===== config.mk =====
export PLATFORM = sky130hd
export DESIGN_NAME = tlc_phase_ctrl
export DESIGN_NICKNAME = d
export VERILOG_FILES = /design/src/rtl/tlc_phase_ctrl.sv
export SDC_FILE = /design/constraint.sdc
export NUM_CORES = 1
export LEC_CHECK = 0
export ABC_AREA = 1
export ABC_CLOCK_PERIOD_IN_PS = 1570
export CAP_MARGIN = 20
export CELL_PAD_IN_SITES_DETAIL_PLACEMENT = 1
export CELL_PAD_IN_SITES_GLOBAL_PLACEMENT = 1
export CORE_MARGIN = 2
export CORE_UTILIZATION = 31
export DETAILED_ROUTE_END_ITERATION = 12
export GPL_TIMING_DRIVEN = 0
export MAX_ROUTING_LAYER = met4
export PLACE_DENSITY = 0.76
export SKIP_CTS_REPAIR_TIMING = 1
export SLEW_MARGIN = 20
export SYNTH_ARGS = -nofsm -noshare
export SYNTH_HDL_FRONTEND = slang
export SYNTH_SLANG_ARGS = --single-unit

===== constraint.sdc =====
create_clock -name i_clk -period 1.57 [get_ports i_clk]
set_input_delay 0.2355 -clock i_clk [delete_from_list [all_inputs] [get_ports i_clk]]
set_output_delay 0.2355 -clock i_clk [all_outputs]
set_load 0.005 [all_outputs]

===== src/rtl/tlc_phase_ctrl.sv =====
// Two-road traffic-light phase controller with tick-enabled phase timers and all-red clearance.
// Optional pedestrian walk phase is compiled in when the TLC_PED_EN macro is defined.
module tlc_phase_ctrl #(
  parameter int CNT_W        = 6,
  parameter int NS_GREEN_MIN = 32,
  parameter int EW_GREEN_MIN = 16,
  parameter int YELLOW_T     = 4,
  parameter int ALLRED_T     = 2,
  parameter int PED_T        = 8
) (
  input  logic             i_clk,
  input  logic             i_rst_n,
  input  logic             i_tick,
  input  logic             i_ns_detect,
  input  logic             i_ew_detect,
  input  logic             i_ped_req,
  output logic             o_ns_red,
  output logic             o_ns_yellow,
  output logic             o_ns_green,
  output logic             o_ew_red,
  output logic             o_ew_yellow,
  output logic             o_ew_green,
  output logic             o_walk,
  output logic [2:0]       o_state,
  output logic [CNT_W-1:0] o_phase_cnt
);

  localparam int CNT_MAX = (1 << CNT_W) - 1;

  if (NS_GREEN_MIN < 1 || NS_GREEN_MIN > CNT_MAX) begin : g_bad_ns_green
    $error("tlc_phase_ctrl: NS_GREEN_MIN out of range");
  end
  if (EW_GREEN_MIN < 1 || EW_GREEN_MIN > CNT_MAX) begin : g_bad_ew_green
    $error("tlc_phase_ctrl: EW_GREEN_MIN out of range");
  end
  if (YELLOW_T < 1 || YELLOW_T > CNT_MAX) begin : g_bad_yellow
    $error("tlc_phase_ctrl: YELLOW_T out of range");
  end
  if (ALLRED_T < 1 || ALLRED_T > CNT_MAX) begin : g_bad_allred
    $error("tlc_phase_ctrl: ALLRED_T out of range");
  end
  if (PED_T < 1 || PED_T > CNT_MAX) begin : g_bad_ped
    $error("tlc_phase_ctrl: PED_T out of range");
  end

  typedef enum logic [2:0] {
    NS_G  = 3'd0,
    NS_Y  = 3'd1,
    AR_EW = 3'd2,
    EW_G  = 3'd3,
    EW_Y  = 3'd4,
    AR_NS = 3'd5,
    WALK  = 3'd6
  } state_e;

  // Last counter value of each timed state; the exit happens on the tick seen at this value.
  localparam logic [CNT_W-1:0] NS_GREEN_LAST = CNT_W'(NS_GREEN_MIN - 1);
  localparam logic [CNT_W-1:0] EW_GREEN_LAST = CNT_W'(EW_GREEN_MIN - 1);
  localparam logic [CNT_W-1:0] YELLOW_LAST   = CNT_W'(YELLOW_T - 1);
  localparam logic [CNT_W-1:0] ALLRED_LAST   = CNT_W'(ALLRED_T - 1);
`ifdef TLC_PED_EN
  localparam logic [CNT_W-1:0] PED_LAST      = CNT_W'(PED_T - 1);
`endif

  // Lamp vector order: {walk, ns_red, ns_yellow, ns_green, ew_red, ew_yellow, ew_green}.
  function automatic logic [6:0] lamp_decode(input state_e s);
    case (s)
      NS_G:    lamp_decode = 7'b0_001_100;
      NS_Y:    lamp_decode = 7'b0_010_100;
      EW_G:    lamp_decode = 7'b0_100_001;
      EW_Y:    lamp_decode = 7'b0_100_010;
      WALK:    lamp_decode = 7'b1_100_100;
      default: lamp_decode = 7'b0_100_100;
    endcase
  endfunction

  state_e           state_q, state_d;
  logic [CNT_W-1:0] cnt_q, cnt_d;
  logic [6:0]       lamp_q, lamp_d;
`ifdef TLC_PED_EN
  logic             ped_q, ped_d;
  logic             dir_ew_q, dir_ew_d;
`else
  logic             unused_ped_req;
  assign unused_ped_req = i_ped_req;
`endif

  always_comb begin
    // NOTE: every variable gets a default here so no path leaves it unassigned, which would infer a latch.
    state_d  = state_q;
    cnt_d    = cnt_q;
`ifdef TLC_PED_EN
    ped_d    = ped_q | i_ped_req;
    dir_ew_d = dir_ew_q;
`endif
    case (state_q)
      NS_G:  if (i_tick && i_ew_detect && cnt_q >= NS_GREEN_LAST) state_d = NS_Y;
      NS_Y:  if (i_tick && cnt_q == YELLOW_LAST)                  state_d = AR_EW;
      EW_G:  if (i_tick && i_ns_detect && cnt_q >= EW_GREEN_LAST) state_d = EW_Y;
      EW_Y:  if (i_tick && cnt_q == YELLOW_LAST)                  state_d = AR_NS;
      AR_EW: if (i_tick && cnt_q == ALLRED_LAST) begin
`ifdef TLC_PED_EN
        if (ped_q) begin
          state_d  = WALK;
          dir_ew_d = 1'b1;
        end else begin
          state_d  = EW_G;
        end
`else
        state_d = EW_G;
`endif
      end
      AR_NS: if (i_tick && cnt_q == ALLRED_LAST) begin
`ifdef TLC_PED_EN
        if (ped_q) begin
          state_d  = WALK;
          dir_ew_d = 1'b0;
        end else begin
          state_d  = NS_G;
        end
`else
        state_d = NS_G;
`endif
      end
`ifdef TLC_PED_EN
      WALK:  if (i_tick && cnt_q == PED_LAST) begin
        state_d = dir_ew_q ? EW_G : NS_G;
        // A request arriving in the exit cycle keeps the latch set for the next all-red.
        ped_d   = i_ped_req;
      end
`endif
      default: state_d = NS_G;
    endcase

    if (state_d != state_q) begin
      cnt_d = '0;
    end else if (i_tick && cnt_q != CNT_W'(CNT_MAX)) begin
      cnt_d = cnt_q + 1'b1;
    end

    lamp_d = lamp_decode(state_d);
  end

  always_ff @(posedge i_clk or negedge i_rst_n) begin
    if (!i_rst_n) begin
      state_q  <= NS_G;
      cnt_q    <= '0;
      lamp_q   <= lamp_decode(NS_G);
`ifdef TLC_PED_EN
      ped_q    <= 1'b0;
      dir_ew_q <= 1'b0;
`endif
    end else begin
      // NOTE: non-blocking assignments so every register samples the pre-edge values of the others.
      state_q  <= state_d;
      cnt_q    <= cnt_d;
      lamp_q   <= lamp_d;
`ifdef TLC_PED_EN
      ped_q    <= ped_d;
      dir_ew_q <= dir_ew_d;
`endif
    end
  end

  assign o_walk      = lamp_q[6];
  assign o_ns_red    = lamp_q[5];
  assign o_ns_yellow = lamp_q[4];
  assign o_ns_green  = lamp_q[3];
  assign o_ew_red    = lamp_q[2];
  assign o_ew_yellow = lamp_q[1];
  assign o_ew_green  = lamp_q[0];
  assign o_state     = state_q;
  assign o_phase_cnt = cnt_q;

endmodule


; ---- Yosys cells after proc, flatten, opt, wreduce, memory -nomap -nowiden
; Index checks and enable logic that the tools add are counted.
[totals]
regBits = 16
input_bits = 6
out_inout_bits = 16
elab_cells = 39
[classes]
add_sub_neg = 1
magnitude_cmp = 2
eq_ne = 13
mux = 10
reduce_logical = 10
[ops]
columns = cell, n
row1 = 7-bit one-hot mux with 5 select lines, 1
row2 = 3-bit 2-to-1 mux, 6
row3 = 3-bit one-hot mux with 6 select lines, 1
row4 = 3-bit == test (second input constant), 4
row5 = 6-bit 2-to-1 mux, 2
row6 = 3-bit by 2-bit == test with 1-bit output (second input constant), 3
row7 = 1-bit logical AND, 7
row8 = 6-bit by 1-bit adder with 6-bit output (second input constant), 1
row9 = 3-bit by 1-bit == test with 1-bit output (second input constant), 2
row10 = 6-bit by 1-bit == test with 1-bit output (second input constant), 1
row11 = 6-bit by 2-bit == test with 1-bit output (second input constant), 1
row12 = 6-bit by 4-bit >= comparator with 1-bit output (second input constant), 1
row13 = 6-bit by 5-bit >= comparator with 1-bit output (second input constant), 1
row14 = 3-bit zero test, 2
row15 = 6-bit != test (second input constant), 1
row16 = 3-bit != test, 1
row17 = 2-bit nonzero test, 1

; ---- Logic depth before layout (Yosys ltp)
; Gate-level depths: netlist (run 1).
[depth]
ltp_word = 6
ltp_mapped = 12
mapped_depth_nobuf = 12

; ---- Worst setup path after synthesis (run 1)
; OpenSTA, ideal clock, no wires.
[synth_path]
kind = reg2reg
start = register cnt_q[0], in the netlist o_phase_cnt[0]
end = register cnt_q[4], in the netlist o_phase_cnt[4]
setup_ps = 121
arrival_ps = 1405
required_ps = 1449
setup_slack_ps = 44
path_stages_with_launch = 12
path_buffers = 0
synth_period_minus_slack_ps = 1526
cell_sequence = dfrtp_1 ha_1 nand2_1 clkinv_1 nand3_2 nand2_1 o21ai_1 nor2_4 nand2_4 nand2_4 nand3_4 nor2_1
[synth_between]
elab_chain_len = 6
elab_cells_between_ends = 22
classes_between = 1 x add/sub / 2 x order compare / 4 x eq/ne / 9 x mux / 6 x reduce/logical
[synth_lines]
columns = element, line_no
row1 = start: declaration, 78  ; logic [CNT_W-1:0] cnt_q, cnt_d;
row2 = start signal: assignment, 156  ; cnt_q <= cnt_d;
row3 = 6-bit by 4-bit >= comparator with 1-bit output (tied with other cells), 99  ; EW_G: if (i_tick && i_ns_detect && cnt_q >= EW_GREEN_LAST) state_d = EW_Y;
row4 = 1-bit logical AND (on tied branches), --
row5 = 3-bit 2-to-1 mux (tied with other cells), 99
row6 = 3-bit one-hot mux with 6 select lines (*), 96  ; case (state_q)
row7 = via state_d[0], 77  ; state_e state_q, state_d;
row8 = 3-bit != test (*), 135  ; if (state_d != state_q) begin
row9 = 6-bit 2-to-1 mux / 2-bit nonzero test (equally long branches), --
; The timed path passes the listed nets; every way through them passes the cells marked *. The select of a mux whose other input is x is not followed.
; A chain may end at the register's enable or synchronous reset.

; ---- Final worst setup path (run 1)
[layout_path]
start = register cnt_q[0], in the netlist o_phase_cnt[0]
end = register cnt_q[3], in the netlist o_phase_cnt[3]
; Same word-level chain as after synthesis.

==> results.md, run 1 <==
- Area leader, netlist: dfrtp_1
- Port buffer count: 20
- Hpwl dp: 1.667 mm
- Hold Crit Class: in2async
- Vias/cell: ~4.8
- Layout cells sized above 1: between 30% and 40%
- Routed length per instance: between 10 and 15 um
- Final worst slack: -64.49 ps
- Clock tree sinks: 16
- Worst reg2reg setup slack: -60 ps
- Hold slack: 357.7 ps
- Placed insts: approximately 160
- Sequence of cells on the critical path: buf_6 > ha_1 > nand2_1 > inv_1 > nand3_2 > nand2_2 > nand2_2 > nor2_4 > nand2_4 > nand2_4 > nand3_4 > nor2_2
- Yosys cell types: 24
- Diodes inserted: 0
- Fill count: 331
- Seq/Total Area, Yosys: 45.29%
- RSZ-0062 raised after global routing: true
- Worst IR drop on VDD: 0.9930 mV
- Reg clk slew, reported paths: roughly 90 ps
- Tmin final: 1634 ps
- Post-place setup slack: -334.4 ps
- R2R depth: 12
- Setup violators final: 7
- # DRC: 0
- Total track usage: 14.81%
- Arr. time, crit path: roughly 1900 ps
- Synthesis-to-layout area growth: 45.57%
- Die W: 57.57 um
- Detailed-route via count: between 700 and 800
- H-tree depth: 1
- Avg Inst Size Synth: between 8 and 9 um^2
- Syn Nets: 116
- Antenna Violating Nets Remaining: 0
- Flops & latches, synth: 16
- Die height: around 58 um
- Root buffer cell: clkbuf_4
- Commonest cells post-synth: 21 x nand2_1, 16 x nor2_1, 14 x dfrtp_1, 14 x inv_1, 8 x nand3_1
- Worst-margin pin slew: just under 700 ps
- Syn. warnings: 0
- Largest net degree at the start of global routing: 17
- Core Footprint: between 2000 and 3000 um^2
- Initial Utilization: 32.54%
- First-pass GRT wire length: 3.698 mm
- # rows: 19
- Synth top area share: 39.38%
- CTS tree: yes
- WP data required: approximately 1800 ps
- Initial antenna violation count: 0
- Crit end category: register
- Non-Filler Instances: 167
- Maximum clock insertion buffer count: 2
- Routability Congestion: 0.9122
- Crit path launch type: register
- DRT iter0 DRCs: 8
- Final Hold Viols: 0
- Ys async rst share: between 90% and 100%
- Synth area leaders: dfrtp_1 39%, nand2_1 8.9%, nor2_1 6.8%
- Io pins: 22
- Worst path max stage delay: around 450 ps
- Leakage power: slightly above 0.6 nW
- Vias in the first global route: 828
- Crit Path Class: reg2reg
- Mapped Area: 889.6 um^2
- Fin nets: 146
- EDFF count, synth: 0
- Most common cell in the synthesized netlist: nand2_1
- Crit path launch: o_phase_cnt[0]$_DFFE_PN0P_
- Cts bufs inserted: 3
- Final WL: 2.241 mm
- Total global routing overflow: 0
- Period utilisation layout: 104.1%
- Worst path slowest cell: dfrtp_2
- Post-route cell area: 1295 um^2
- Max cap viols: 0
- Initial DRT Pass Iterations: 4
- R2R Path End: o_phase_cnt[3]$_DFFE_PN0P_
- Failing checks: setup timing
- Post-Syn Instances: 107
- Clock latency at the later pin of the worst-skew pair: 280 ps
- Worst reg2reg path startpoint: o_phase_cnt[0]$_DFFE_PN0P_
- Ys flop type: dfrtp_1
- Placed cell area: 1129 um^2
- Die area: 3314 um^2
- CP Capture Point: o_phase_cnt[3]$_DFFE_PN0P_
- Pwr dens: ~1400 nW/um^2
- F_max: between 600 and 700 MHz
- Worst clock skew: 1.911 ps
- Status: finished with violations
- Total power: between 0.0015 and 0.002 W
- Slew headroom: 54.63%
- Pins Over Slew Limit: 0
- CP max FO: 6
==> power breakdown <==
group	total (W)	internal, W	switching (W)
clock network	0.000264	0.000141	0.000123
logic	0.000841	0.000423	0.000418
registers	0.000676	0.000539	0.000137
total	0.00178	0.00110	0.000678
==> how the worst min path moves through the flow <==
stage	from	end	slack, ps	cells past startpoint
detailed placement	i_rst_n	lamp_q[6]$_DFF_PN0_	700	1
floorplan	i_rst_n	lamp_q[0]$_DFF_PN0_	-60	0
global placement	o_phase_cnt[0]$_DFFE_PN0P_	o_phase_cnt[0]$_DFFE_PN0P_	650	2
finish	i_rst_n	lamp_q[6]$_DFF_PN0_	360	1
global route	i_rst_n	lamp_q[6]$_DFF_PN0_	420	1
CTS	i_rst_n	lamp_q[6]$_DFF_PN0_	380	1
==> critical path: cells and delay by family, from the launching register on <==
| kind | cells | cell delay, ps |
|---|---|---|
| AND/OR/NAND/NOR | 9 | 780 |
| buffers and inverters | 2 | 190 |
| flip-flops | 1 | 450 |
| adder cells (fa/ha/maj) | 1 | 130 |
==> logic make-up after synthesis <==
logic type               share of synthesized area [%]
AND/OR/NAND/NOR                                  33.76
buffers and inverters                            6.750
flip-flops                                       45.29
AO/OA/AOI/OAI                                    5.626
XOR/XNOR                                         3.938
adder cells (fa/ha/maj)                          4.220
other                                           0.4215
==> cell usage in the layout (no fill, tap or decap) <==
cell type and count:
nand2_4 3, nor2_2 8, a31oi_2 1, nand2_1 17, buf_4 4, buf_6 1, o21ai_2 2, xor2_1 4
o21ai_1 1, dfrtp_1 9, ha_4 1, nor3_2 2, nor3_1 1, dfrtp_2 5, dlymetal6s2s_1 1, conb_1 1
clkdlybuf4s50_1 19, nor2_4 3, clkbuf_4 3, nand3_2 2, nand3_4 2, ha_1 2, and3_1 1, inv_2 3
clkbuf_8 1, o21ai_0 5, nand2_2 4, dfstp_2 2, nand3_1 7, nor2_1 8, inv_1 13
==> per-layer routing <==
metal / vias to the layer above / share of wire [%] / track usage, %
met5: - / 0 / -
met4: 0 / 0.76 / 5.980
met3: 2 / 1.7 / 1.587
met2: 6 / 53 / 24.19
met1: 397 / 44 / 18.66
li1: 392 / - / -
==> state kept, by name, indices dropped and copies added (netlist names) <==
signal       flops
o_phase_cnt      6
lamp_q           7
o_state          3
==> area by class of cell <==
cell class / instances / area, um^2 / area share (%)
tap: 31 / 38.79 / 2.995
timing repair buffer: 25 / 244.0 / 18.84
sequential: 16 / 409.1 / 31.59
clock buffer: 4 / 36.28 / 2.802
inverter: 16 / 60.06 / 4.638
multi-input combinational: 75 / 506.7 / 39.13
==> per-stage QoR <==
stage	util, %	setup TNS, ps
detailed placement	41.28	-3288
finish	47.37	-275.9
CTS	42.61	-1727
global route	47.37	-1242
floorplan	-	0
global placement	41.28	-2874
Power figures use the tool's default switching activity.
==> run 2, diff against run 1 <==
ABC_AREA = not set   (was 1)
CORE_UTILIZATION = 35   (was 31)
DONT_BUFFER_PORTS = 1   (was not set)
PLACE_DENSITY = 0.65   (was 0.76)
==> run 2 against run 1 <==
  * The run still ends with setup timing left
  * Clock skew up 2.9 ps
  * Cell count down 16%
  * Via count up 3.6%
  * First-iteration DRC count up 130%
  * Core utilization up 1.1 points
==> results.md, run 2 <==
- Reg clk slew, reported paths: 100 ps (about the same)
- Hpwl dp: 1.721 mm (+3.3%)
- Arr. time, crit path: 1920 ps (+70 ps)
- Placed cell area: 1027 um^2 (-9.0%)
- Detailed-route via count: 826 (+3.6%)
- Vias/cell: 5.858 (+23%)
- WP data required: 1740 ps (-50 ps)
- Sum Neg Setup Slack: -1874 ps (-1598 ps)
- First-pass GRT wire length: 3.898 mm (+5.4%)
- Synth top area share: 35.62% (-3.8 points)
- Status: finished with violations
- Clk pwr share: 12.2% (-2.6 points)
- Worst clock skew: 4.856 ps (+2.945 ps)
- Pwr dens: 1711 nW/um^2 (+24%)
- CP max FO: 7 (+1)
- Total track usage: 15.87% (+1.1 points)
- # DRC: 0 (unchanged)
- Die area: 3250 um^2 (-2.0%)
- Maximum clock insertion buffer count: 2 (unchanged)
- Largest register FFs: 7 (unchanged)
- Worst path max stage delay: 410 ps (-40 ps)
- Crit path launch type: register
- Routed length per instance: 20.38 um (+52%)
- Failing checks: setup timing
- Crit Path Class: reg2reg
- F_max: 570.8 MHz (-6.7%)
- Setup violators final: 14 (+7)
- Worst path slowest cell: dfrtp_1
- Leakage power: 0.5065 nW (-16%)
- Synthesis-to-layout area growth: 33.46%
- Switching power: 0.0009424 W (+39%)
- Post-Syn Instances: 95 (-11%)
- # rows: 19 (unchanged)
- Hold Crit Class: in2reg
- Worst-margin pin slew: 782.0 ps (+103.6 ps)
- Tmin final: 1752 ps (+117.5 ps)
- Clock tree sinks: 16 (unchanged)
- DRT iter0 DRCs: 18 (+10)
- Final Hold Viols: 0 (unchanged)
- Flop pwr share: 28.8% (-9.2 points)
- Routability Congestion: 0.8249 (-9.6%)
- Sequence of cells on the critical path: buf_6 > nor4_4 > buf_4 > a31oi_4 > a32oi_4 > buf_12 > a21oi_2
- Hold depth: 4
- Total stage count of the critical path: 7 (-5)
- Root buffer cell: clkbuf_4
- Total power: 0.002246 W (+26%)
- Syn. warnings: 0 (unchanged)
- Worst Path Buf+Inv: 3 (+1)
- Ys flop type: dfrtp_1
- Int Pwr: 0.001304 W (+18%)
- Synth area leaders: dfrtp_1 36%, dfstp_2 5.3%, ha_1 3.8%
- Diodes inserted: 0 (unchanged)
- Ys async rst share: 100.0% (unchanged)
- Seq/Total Area, Yosys: 40.97% (-4.3 points)
- Vias in the first global route: 775 (-6.4%)
- Layout cells sized above 1: 48.18% (+14 points)
- Worst IR drop on VDD: 0.8219 mV (-17%)
- Die height: 57.01 um (-0.98%)
- Yosys cell types: 44 (+83%)
- R2R depth: 7 (-5)
- Final WL: 2.874 mm (+28%)
- Max cap viols: 0 (unchanged)
- Cell family with most CP delay: buffers and inverters
- Die W: 57.01 um (-0.98%)
- Largest net degree at the start of global routing: 17 (unchanged)
- Flops & latches, synth: 16 (unchanged)
- Mapped Area: 983.4 um^2 (+11%)
- Crit end category: register
- Commonest non-fill, non-tap cell in the layout: dfrtp_1
- Commonest non-fill, non-tap cells in the layout: 12 x dfrtp_1, 11 x buf_4, 6 x a21oi_2, 5 x inv_1
- Avg Inst Size Synth: 10.35 um^2 (+25%)
- Commonest cells post-synth: 14 x dfrtp_1, 7 x a21oi_1, 6 x buf_2
- Fill count: 295 (-11%)
- Io pins: 22 (unchanged)
- RSZ-0062 raised after global routing: true
- Most common cell in the synthesized netlist: dfrtp_1
- Post-place setup slack: -352.5 ps (-18.18 ps)
- Biggest register: lamp_q
- Initial Utilization: 36.29% (+3.7 points)
- Initial antenna violation count: 0 (unchanged)
- Logic pwr share: 59.0% (+12 points)
- Final worst slack: -182.0 ps (-117.5 ps)
- Pins Over Slew Limit: 0 (unchanged)
- CTS tree: yes
- Cts bufs inserted: 3 (unchanged)
- Core Footprint: 2710 um^2 (-0.87%)
- Clock latency at the later pin of the worst-skew pair: 290 ps (about the same)
- Worst reg2reg setup slack: -180 ps (-120 ps)
- Post-route cell area: 1313 um^2 (+1.4%)
- H-tree depth: 1 (unchanged)
- Port buffer count: 0 (-100%)
- Switching Share: 41.96% (+3.9 points)
- Antenna Violating Nets Remaining: 0 (unchanged)
- Slew headroom: 47.70% (-6.9 points)
- Area leader, netlist: dfrtp_1
- Syn Nets: 104 (-10%)
- Fin nets: 120 (-18%)
- Period utilisation layout: 111.6% (+7.5 points)
- Initial DRT Pass Iterations: 6 (+2)
- EDFF count, synth: 0 (unchanged)
- Total global routing overflow: 0 (unchanged)
[run 2: cell types whose count changed after synthesis, sizes merged, moves of 3 or more]
cell,previous run,this run
a21oi,0,8
buf,0,8
inv,15,5
mux2,0,3
mux2i,0,3
nand2,24,3
nand3,11,5
nand4,0,3
nor2,19,3
o21ai,8,3
xor2,4,1
[run 2: cell families (layout without fill, tap and decap cells)]
kind of cell               Yosys count  in the layout  share of synthesized area (%)
and+or+nand+nor                     24             24                          15.14
muxes                                6              6                          6.488
xor gates and xnor gates             1              1                         0.8907
other                                1              1                         0.3813
adders and majority gates            3              3                          3.817
DFF                                 16             16                          40.97
buffers and inverters               14             29                          7.379
AOI/OAI and AO/OA                   30             30                          24.94
[run 2: power groups by stage]
stage | clock [W] | sequential, W | combinational [W]
after global routing | 0.000297 | 0.000661 | 0.00141
after global placement | 0 | 0.000635 | 0.000756
final | 0.000273 | 0.000647 | 0.00133
after floorplan | 0 | 0.000614 | 0.000620
after detailed placement | 0 | 0.000636 | 0.000789
after CTS | 0.000286 | 0.000629 | 0.000793
[run 2: layout make-up]
type / count / area [um^2] / share of cell area [%]
Inverter: 5 / 18.77 / 1.430
Sequential cell: 16 / 405.4 / 30.89
Buffer: 9 / 68.82 / 5.243
Timing Repair Buffer: 11 / 97.59 / 7.436
Tap cell: 31 / 38.79 / 2.955
Multi-Input combinational cell: 65 / 646.9 / 49.28
Clock buffer: 4 / 36.28 / 2.765
[run 2: tightest hold or removal path, delay by kind of cell]
family | cells | cell delay [ps]
AO/OA/AOI/OAI | 2 | 170
AND/OR/NAND/NOR | 2 | 150
[run 2: worst paths after layout]
check,start,endpoint
setup reg to reg,o_phase_cnt[2]$_DFFE_PN0P_,o_phase_cnt[5]$_DFFE_PN0P_
max in group asynchronous,i_rst_n,o_phase_cnt[1]$_DFFE_PN0P_
hold / removal,i_tick,lamp_q[4]$_DFF_PN0_
setup / recovery,o_phase_cnt[2]$_DFFE_PN0P_,o_phase_cnt[5]$_DFFE_PN0P_
hold reg to reg,o_state[1]$_DFF_PN0_,lamp_q[2]$_DFF_PN1_
min in group asynchronous,i_rst_n,o_state[0]$_DFF_PN0_
[run 2: metrics by stage]
stage / cells / utilization [%] / hold slack [ps]
final: 141 / 48.43 / 311.0
after global routing: 141 / 48.43 / 303.7
after detailed placement: 126 / 37.90 / -59.70
after global placement: 126 / 37.90 / -59.74
after floorplan: 95 / - / -60.09
after CTS: 130 / 39.24 / -382.7
[run 2: layer usage]
layer	track usage (%)	vias up	share of wire, %	wire [um]
met4	3.987	0	2.8	80
met3	2.268	10	2.3	67
met5	-	-	0	0
li1	-	384	-	-
met1	21.91	410	44	1252
met2	24.63	22	51	1473
==> run 3, diff against run 2 <==
RECOVER_POWER = 100   (was not set)
==> results of run 3 <==
Final layout, timing and power as in run 2 (identical DEF).
